### src/rtl/simplebus_arbiter_if.sv
// Purpose : bundles the requester-side handshake and the SimpleBus command/response
//           signals of simplebus_arbiter into one interface.
// Ports   : req_valid/req_op/req_addr/req_wr_data in, req_ack/req_rd_data out;
//           bus_cmd_valid/bus_op/bus_addr/bus_wr_data out, bus_rd_data in; busy out.
//           modport master = arbiter view (it masters the SimpleBus),
//           modport slave  = environment view (requesters plus bus target).
interface simplebus_arbiter_if #(
   parameter int NUM_REQ = 2,
   parameter int ADDR_W  = 16,
   parameter int DATA_W  = 16
);
   logic [NUM_REQ-1:0]        req_valid;
   logic [NUM_REQ-1:0]        req_op;
   logic [NUM_REQ*ADDR_W-1:0] req_addr;
   logic [NUM_REQ*DATA_W-1:0] req_wr_data;
   logic [NUM_REQ-1:0]        req_ack;
   logic [DATA_W-1:0]         req_rd_data;
   logic                      bus_cmd_valid;
   logic                      bus_op;
   logic [ADDR_W-1:0]         bus_addr;
   logic [DATA_W-1:0]         bus_wr_data;
   logic [DATA_W-1:0]         bus_rd_data;
   logic                      busy;

   modport master (
      input  req_valid, req_op, req_addr, req_wr_data, bus_rd_data,
      output req_ack, req_rd_data, bus_cmd_valid, bus_op, bus_addr, bus_wr_data, busy
   );

   modport slave (
      output req_valid, req_op, req_addr, req_wr_data, bus_rd_data,
      input  req_ack, req_rd_data, bus_cmd_valid, bus_op, bus_addr, bus_wr_data, busy
   );
endinterface

### src/rtl/simplebus_arbiter.sv
// Purpose : shares one SimpleBus register-access port between NUM_REQ requesters,
//           one transaction at a time, round-robin; returns read data to the winner.
// Ports   : clk, rst (async, active-high), sb (simplebus_arbiter_if.master).
//           Write ack one cycle after the command cycle, read ack RD_LAT+1 after it;
//           losers simply stay pending until granted.
module simplebus_arbiter #(
   parameter int NUM_REQ = 2,
   parameter int ADDR_W  = 16,
   parameter int DATA_W  = 16,
   parameter int RD_LAT  = 1
) (
   input  logic                 clk,
   input  logic                 rst,
   simplebus_arbiter_if.master  sb
);
   localparam int PTR_W = (NUM_REQ > 1) ? $clog2(NUM_REQ) : 1;
   localparam int CNT_W = (RD_LAT > 0) ? $clog2(RD_LAT + 1) : 1;
   localparam logic [PTR_W:0]   NREQ     = (PTR_W + 1)'(NUM_REQ);
   localparam logic [PTR_W-1:0] LAST_REQ = PTR_W'(NUM_REQ - 1);

   typedef enum logic [1:0] {IDLE, CMD, WAIT, DONE} state_t;

   state_t             state;
   logic [PTR_W-1:0]   rr_ptr;
   logic [PTR_W-1:0]   win;
   logic [CNT_W-1:0]   rd_cnt;
   logic [NUM_REQ-1:0] win_onehot;

   logic               found;
   logic [PTR_W-1:0]   pick;
   logic [PTR_W:0]     cand;

   // First pending requester at or above rr_ptr, wrapping past the top index.
   always_comb begin
      found = 1'b0;
      pick  = '0;
      cand  = '0;
      for (int k = 0; k < NUM_REQ; k++) begin
         cand = {1'b0, rr_ptr} + (PTR_W + 1)'(k);
         if (cand >= NREQ) begin
            cand = cand - NREQ;
         end
         if (!found && sb.req_valid[cand[PTR_W-1:0]]) begin
            found = 1'b1;
            pick  = cand[PTR_W-1:0];
         end
      end
   end

   assign win_onehot = NUM_REQ'(1) << win;

   always_ff @(posedge clk or posedge rst) begin
      if (rst) begin
         state            <= IDLE;
         rr_ptr           <= '0;
         win              <= '0;
         rd_cnt           <= '0;
         sb.req_ack       <= '0;
         sb.req_rd_data   <= '0;
         sb.bus_cmd_valid <= 1'b0;
         sb.bus_op        <= 1'b0;
         sb.bus_addr      <= '0;
         sb.bus_wr_data   <= '0;
         sb.busy          <= 1'b0;
      end else begin
         // Strobes are single-cycle; every state re-asserts them only when needed.
         sb.req_ack       <= '0;
         sb.bus_cmd_valid <= 1'b0;
         case (state)
            IDLE: begin
               if (found) begin
                  win              <= pick;
                  sb.bus_op        <= sb.req_op[pick];
                  sb.bus_addr      <= sb.req_addr[int'(pick) * ADDR_W +: ADDR_W];
                  sb.bus_wr_data   <= sb.req_wr_data[int'(pick) * DATA_W +: DATA_W];
                  sb.bus_cmd_valid <= 1'b1;
                  sb.busy          <= 1'b1;
                  state            <= CMD;
               end
            end
            CMD: begin
               // bus_op still holds the latched op of this transaction.
               if (sb.bus_op) begin
                  sb.req_ack <= win_onehot;
                  state      <= DONE;
               end else begin
                  rd_cnt <= CNT_W'(RD_LAT - 1);
                  state  <= WAIT;
               end
            end
            WAIT: begin
               // rd_cnt reaches zero in the cycle the target presents read data.
               if (rd_cnt == '0) begin
                  sb.req_rd_data <= sb.bus_rd_data;
                  sb.req_ack     <= win_onehot;
                  state          <= DONE;
               end else begin
                  rd_cnt <= rd_cnt - CNT_W'(1);
               end
            end
            DONE: begin
               rr_ptr  <= (win == LAST_REQ) ? '0 : win + PTR_W'(1);
               sb.busy <= 1'b0;
               state   <= IDLE;
            end
            default: begin
               state <= IDLE;
            end
         endcase
      end
   end
endmodule
### src/flat_wrapper.sv
// flat-port wrapper written by rule: the top's interface ports become plain ports
module simplebus_arbiter_flat 
#(
   parameter int NUM_REQ = 2,
   parameter int ADDR_W  = 16,
   parameter int DATA_W  = 16,
   parameter int RD_LAT  = 1
)
  (clk, rst, sb_req_valid, sb_req_op, sb_req_addr, sb_req_wr_data, sb_bus_rd_data, sb_req_ack, sb_req_rd_data, sb_bus_cmd_valid, sb_bus_op, sb_bus_addr, sb_bus_wr_data, sb_busy);
  simplebus_arbiter_if #(.NUM_REQ(NUM_REQ), .ADDR_W(ADDR_W), .DATA_W(DATA_W)) sb_i ();
  input  logic clk;
  input  logic rst;
  input wire logic [$bits(sb_i.req_valid)-1:0] sb_req_valid;
  input wire logic [$bits(sb_i.req_op)-1:0] sb_req_op;
  input wire logic [$bits(sb_i.req_addr)-1:0] sb_req_addr;
  input wire logic [$bits(sb_i.req_wr_data)-1:0] sb_req_wr_data;
  input wire logic [$bits(sb_i.bus_rd_data)-1:0] sb_bus_rd_data;
  output wire logic [$bits(sb_i.req_ack)-1:0] sb_req_ack;
  output wire logic [$bits(sb_i.req_rd_data)-1:0] sb_req_rd_data;
  output wire logic [$bits(sb_i.bus_cmd_valid)-1:0] sb_bus_cmd_valid;
  output wire logic [$bits(sb_i.bus_op)-1:0] sb_bus_op;
  output wire logic [$bits(sb_i.bus_addr)-1:0] sb_bus_addr;
  output wire logic [$bits(sb_i.bus_wr_data)-1:0] sb_bus_wr_data;
  output wire logic [$bits(sb_i.busy)-1:0] sb_busy;
  assign sb_i.req_valid = sb_req_valid;
  assign sb_i.req_op = sb_req_op;
  assign sb_i.req_addr = sb_req_addr;
  assign sb_i.req_wr_data = sb_req_wr_data;
  assign sb_i.bus_rd_data = sb_bus_rd_data;
  assign sb_req_ack = sb_i.req_ack;
  assign sb_req_rd_data = sb_i.req_rd_data;
  assign sb_bus_cmd_valid = sb_i.bus_cmd_valid;
  assign sb_bus_op = sb_i.bus_op;
  assign sb_bus_addr = sb_i.bus_addr;
  assign sb_bus_wr_data = sb_i.bus_wr_data;
  assign sb_busy = sb_i.busy;
  simplebus_arbiter #(.NUM_REQ(NUM_REQ), .ADDR_W(ADDR_W), .DATA_W(DATA_W), .RD_LAT(RD_LAT)) u_core (.clk(clk), .rst(rst), .sb(sb_i));
endmodule
### config.mk
export PLATFORM = sky130hd
export DESIGN_NAME = simplebus_arbiter_flat
export DESIGN_NICKNAME = d
export VERILOG_FILES = /design/src/rtl/simplebus_arbiter_if.sv /design/src/rtl/simplebus_arbiter.sv /design/src/flat_wrapper.sv
export SDC_FILE = /design/constraint.sdc
export NUM_CORES = 1
export LEC_CHECK = 0
export ABC_AREA = 1
export ABC_CLOCK_PERIOD_IN_PS = 1500
export BUFFER_PORTS_ARGS = -buffer_cell sky130_fd_sc_hd__buf_2
export CORE_UTILIZATION = 39
export CTS_BUF_LIST = sky130_fd_sc_hd__clkbuf_8
export DETAILED_ROUTE_END_ITERATION = 6
export GPL_TIMING_DRIVEN = 0
export PLACE_DENSITY_LB_ADDON = 0.2
export SETUP_SLACK_MARGIN = 0.5
export SYNTH_ARGS = -nofsm -noshare
export SYNTH_HDL_FRONTEND = slang
export SYNTH_SLANG_ARGS = --single-unit
### constraint.sdc
create_clock -name clk -period 1.5 [get_ports clk]
set_input_delay 0.15 -clock clk [delete_from_list [all_inputs] [get_ports clk]]
set_output_delay 0.15 -clock clk [all_outputs]
set_load 0.05 [all_outputs]
Word level (Yosys, flattened, before mapping)
Index checks and enable logic that the tools add are counted.
{"block": "classes", "addsub": 5, "magnitude_cmp": 5, "n_eq_ne": 6, "shifts": 3, "n_mux": 27, "bitwise_logic": 1, "reduce_logical": 10}
{"operator": "$shiftx 32x6->16", "count": 2}
{"operator": "$mux 1", "count": 19}
{"operator": "$reduce_and 2->1", "count": 5}
{"operator": "$mux 2", "count": 4}
{"operator": "$pmux 2 s4", "count": 1}
{"operator": "$lt 1x2->1 const B", "count": 3}
{"operator": "$eq 2x2->1 const B", "count": 2}
{"operator": "$ne 2x2->1 const B", "count": 2}
{"operator": "$pmux 1 s2", "count": 2}
{"operator": "$pmux 2 s2", "count": 1}
{"operator": "$reduce_bool 2->1", "count": 2}
{"operator": "$sub 1x1->1 const B", "count": 3}
{"operator": "$add 1x1->2 const B", "count": 1}
{"operator": "$eq 2x1->1 const B", "count": 1}
{"operator": "$ge 1x2->1 const B", "count": 1}
{"operator": "$ge 2x2->1 const B", "count": 1}
{"operator": "$logic_not 2->1", "count": 1}
{"operator": "$ne 2x1->1 const B", "count": 1}
{"operator": "$shl 1x1->2 const A", "count": 1}
{"operator": "$add 1x1->1 const B", "count": 1}
{"operator": "$logic_and 1x1->1", "count": 1}
{"operator": "$logic_not 1->1", "count": 1}
{"operator": "$not 1->1", "count": 1}
{"block": "word_totals", "ff_bits": 58, "in_bits": 86, "word_cells": 68}

Logic depth before layout (Yosys ltp)
{"block": "logic_depth", "word_depth": 10, "depth_mapped": 8, "depth_no_buf": 7}

Worst setup path after synthesis
OpenSTA, ideal clock, no wires.
{"block": "synth_path", "kind": "register to register", "from": "reg u_core.state[0]", "to": "reg u_core.sb.req_rd_data[0]", "arrival_time_ps": 1281, "t_required_ps": 1381, "path_slack_ps": 100, "stages_incl_launch_ff": 8, "cell_sequence": "dfrtp_1 > inv_1 > ha_1 > buf_2 > clkinv_1 > buf_2 > nand2_1 > nand2_1"}
{"block": "synth_via", "elab_chain_len": 2}
{"item": "start: declaration", "line": "simplebus_arbiter.sv:23", "text": "state_t state;"}
{"item": "start signal: assignment", "line": "simplebus_arbiter.sv:54", "text": "state <= IDLE;"}
{"item": "start signal: assignment", "line": "simplebus_arbiter.sv:78", "text": "state <= CMD;"}
{"item": "start signal: assignment", "line": "simplebus_arbiter.sv:85", "text": "state <= DONE;"}
{"item": "$eq 2x2->1", "line": "simplebus_arbiter.sv:69", "text": "case (state)"}
{"item": "$reduce_and 2->1 (no source line)"}
{"item": "end signal: assignment", "line": "simplebus_arbiter.sv:94", "text": "sb.req_rd_data <= sb.bus_rd_data;"}
{"item": "end: declaration", "line": "simplebus_arbiter_if.sv:27", "text": "output req_ack, req_rd_data, bus_cmd_valid, bus_op, bus_addr, bus_wr_data, busy"}
No other way between the ends.
A chain may end at the register's enable or synchronous reset.

Worst setup path after layout
{"block": "layout_path", "from": "reg u_core.state[1]", "to": "reg u_core.sb.req_rd_data[13]"}
The elaborated chain is that of the path after synthesis.

==> key figures <==
Place
  • Placer Congestion: 0.7573
  • Placed Area: 3623 um^2
  • IO Port Bufs: 137
  • Detailed placement HPWL: 4.867 mm

Timing
  • Fin Hold WS: -128.1 ps
  • Final Cycle Share: 84.30%
  • Final Max Slew Viols: 0
  • Setup Skew: 5.759 ps
  • Setup tns final: 0 ps
  • Hold Vio Cnt, Final: 22
  • Slew @ Worst Pin: 526.4 ps
  • RSZ-0062 raised after global routing: yes
  • Slew HR: 64.84%
  • Final setup violation count: 0
  • Fmax: 790.8 MHz
  • Crit path time final: 1264 ps

Logic synthesis
  • Post-synth EDFFs: 0
  • Largest area contributor in the netlist: dfrtp_1
  • Synth area leaders: dfrtp_1 51%, nand2_1 29%, nand3_1 6.1%
  • Syn Area/Cell: 7.686 um^2
  • Seq/Total Area, Yosys: 51.12%
  • Post-Syn Area: 2790 um^2
  • Syn. warnings: 0
  • Synth Register Bits: 57
  • FFs w/ async S/R, synth: 100.0%
  • Synthesized instance count: 363
  • Mapped Nets: 455
  • Synth Flop Type: dfrtp_1
  • Post-synth cell types: 20
  • Synth top area share: 51.12%

Die
  • Die height: 86.59 um
  • FP Rows: 30
  • Die area: 7497 um^2
  • # IOs: 139
  • Die width: 86.59 um
  • Placeable Area: 6869 um^2
  • Initial Util: 40.62%

Route
  • WL/cell: 12.13 um
  • DRT Pass-1 Iters: 5
  • Post-Route WL: 7.898 mm
  • 1st-iter DRT viols: 106
  • Via count: 2983
  • Final ANT Viol Nets: 0
  • Drt drc: 0
  • Drt via density: 4.582

Critical path
  • Worst Path Class, Setup: flip-flop to flip-flop
  • Setup crit start kind: flip-flop
  • Slowest cell delay on critical path: 450 ps
  • Most Frequent Cell on Critical Path: nand2_1
  • Worst path buffer plus inverter count: 3
  • Delay-heaviest family, CP: flip-flops
  • CP endpoint kind: flip-flop
  • Worst-path fanout max: 5
  • CP Cell Sequence: buf_6, ha_4, buf_8, clkbuf_8, nand2_1, nand2_1
  • Arr. time, crit path: 1460 ps
  • Slowest-stage cell, CP: dfrtp_2
  • Crit path required time: 1690 ps

Clock tree
  • Clock Path Buffers: 2
  • CTS buffer count: 9
  • CTS sink cnt: 57
  • Htree depth: 3
  • Worst-path clk slew: 60 ps
  • Root buf cell: clkbuf_8
  • # hold bufs at CTS: 0
  • CTS tree: done
  • Clk Latency, worst-skew pair: 310 ps

Power
  • Max VDD drop: 1174 uV
  • Lkg Pwr: 2.644 nW
  • Pwr Total: 11.52 mW
  • PwrDens: 2488 nW/um^2

Global routing
  • GRT Total Usage: 20.99%
  • Number of global-route vias before repair: 2784
  • Largest net degree at the start of global routing: 58
  • Initial antenna violation count: 0
  • First-pass GRT wire length: 12.30 mm
  • Total congestion overflow: 0

Cells and area
  • P&R area growth vs syn: 65.96%
  • Commonest non-fill, non-tap cells in the layout: 196 x nand2_1, 90 x buf_2, 60 x buf_6
  • Post-route cell area: 4631 um^2
  • Share of layout cells above drive strength 1: 46.13%
  • Diode count: 0
  • Most common cell after layout, fill and taps aside: nand2_1
  • Nets: 642

Run status
  • Failing checks: negative hold slack
  • Status: complete, but fails checks

Flow run
  • Number of max-cap violations: 0

Worst hold path
  • Worst hold path type: input pin to asynchronous set/reset pin
==> logic make-up (layout without fill, tap and decap cells) <==
logic type               count (synthesis)  after routing  synth area share, %
buffers and inverters                   29            221                6.233
adder cells (fa/ha/maj)                  6              6                2.691
AND/OR/NAND/NOR                        266            266                39.06
AO/OA/AOI/OAI                            5              5               0.8967
flip-flops                              57             57                51.12
==> flip-flops by register name (all words and copies together), names as in the netlist <==
signal / count
u_core.sb.bus_op: 1
u_core.win: 1
u_core.sb.req_ack: 2
u_core.rr_ptr: 1
u_core.state: 2
u_core.sb.bus_cmd_valid: 1
u_core.sb.bus_wr_data: 16
u_core.sb.bus_addr: 16
u_core.sb.req_rd_data: 16
u_core.sb.busy: 1
==> through the flow <==
stage | utilization [%] | cells | setup WS, ps | hold WS [ps]
detailed placement | 52.75 | 596 | 127.4 | 357.1
finish | 67.41 | 651 | 235.5 | -128.1
floorplan | - | 363 | 282.6 | 236.8
CTS | 63.93 | 634 | 297.4 | 19.24
global route | 67.41 | 651 | 186.6 | -112.2
global placement | 52.75 | 596 | 155.9 | 349.3
==> cell type report <==
| type | instances | area, um^2 |
|---|---|---|
| Multi-Input combinational cell | 277 | 1313 |
| Clock inverter | 5 | 22.52 |
| Fill cell | 578 | 2238 |
| Buffer | 19 | 182.7 |
| Timing Repair Buffer | 176 | 1353 |
| Sequential cell | 57 | 1428 |
| Tap cell | 96 | 120.1 |
| Inverter | 10 | 61.31 |
| Clock buffer | 11 | 151.4 |
==> synth_stat cells, types with 4 or more instances <==
| cell | number |
|---|---|
| buf_2 | 8 |
| buf_4 | 7 |
| dfrtp_1 | 57 |
| ha_1 | 6 |
| inv_1 | 6 |
| nand2_1 | 216 |
| nand2_2 | 10 |
| nand3_1 | 34 |
| o21ai_0 | 4 |
==> worst paths after layout <==
check	startpoint	endpoint	slack (ps)	cells past startpoint
min in group clk	sb_bus_rd_data[15]	u_core.sb.req_rd_data[15]$_DFFE_PP0N_	40	3
worst max-delay path	u_core.state[1]$_DFFE_PP0P_	u_core.sb.req_rd_data[13]$_DFFE_PP0N_	240	6
max in group asynchronous	rst	u_core.state[1]$_DFFE_PP0P_	1080	3
worst min register to register	u_core.win$_DFFE_PP0P_	u_core.sb.req_ack[0]$_DFF_PP0_	470	1
worst max register to register	u_core.state[1]$_DFFE_PP0P_	u_core.sb.req_rd_data[13]$_DFFE_PP0N_	240	6
worst min-delay path	rst	u_core.sb.bus_wr_data[2]$_DFFE_PP0P_	-130	2
==> per-layer routing <==
metal | track usage, % | part of all wire [%] | up-vias | wire length (um)
li1 | - | - | 1492 | -
met1 | 26.16 | 41 | 1346 | 3246
met2 | 35.06 | 50 | 133 | 3936
met3 | 6.381 | 8.0 | 12 | 632
met4 | 6.515 | 1.1 | 0 | 83
met5 | 0 | 0 | - | 0
==> where the power goes <==
| group | internal (mW) | switching, mW |
|---|---|---|
| Sequential | 2.28 | 0.537 |
| Combinational | 2.99 | 4.47 |
| Clock | 0.669 | 0.571 |
==> timing repair <==
action | 4_1_cts | 5_1_grt
gates cloned | 2 | 0
endpoints found under the setup margin | 109 | 110
endpoints found under the hold margin | 0 | 22
resized for setup | 130 | 36
pin swaps | 4 | 13
setup buffers | 20 | 16
(Power assumes the default switching activity.)
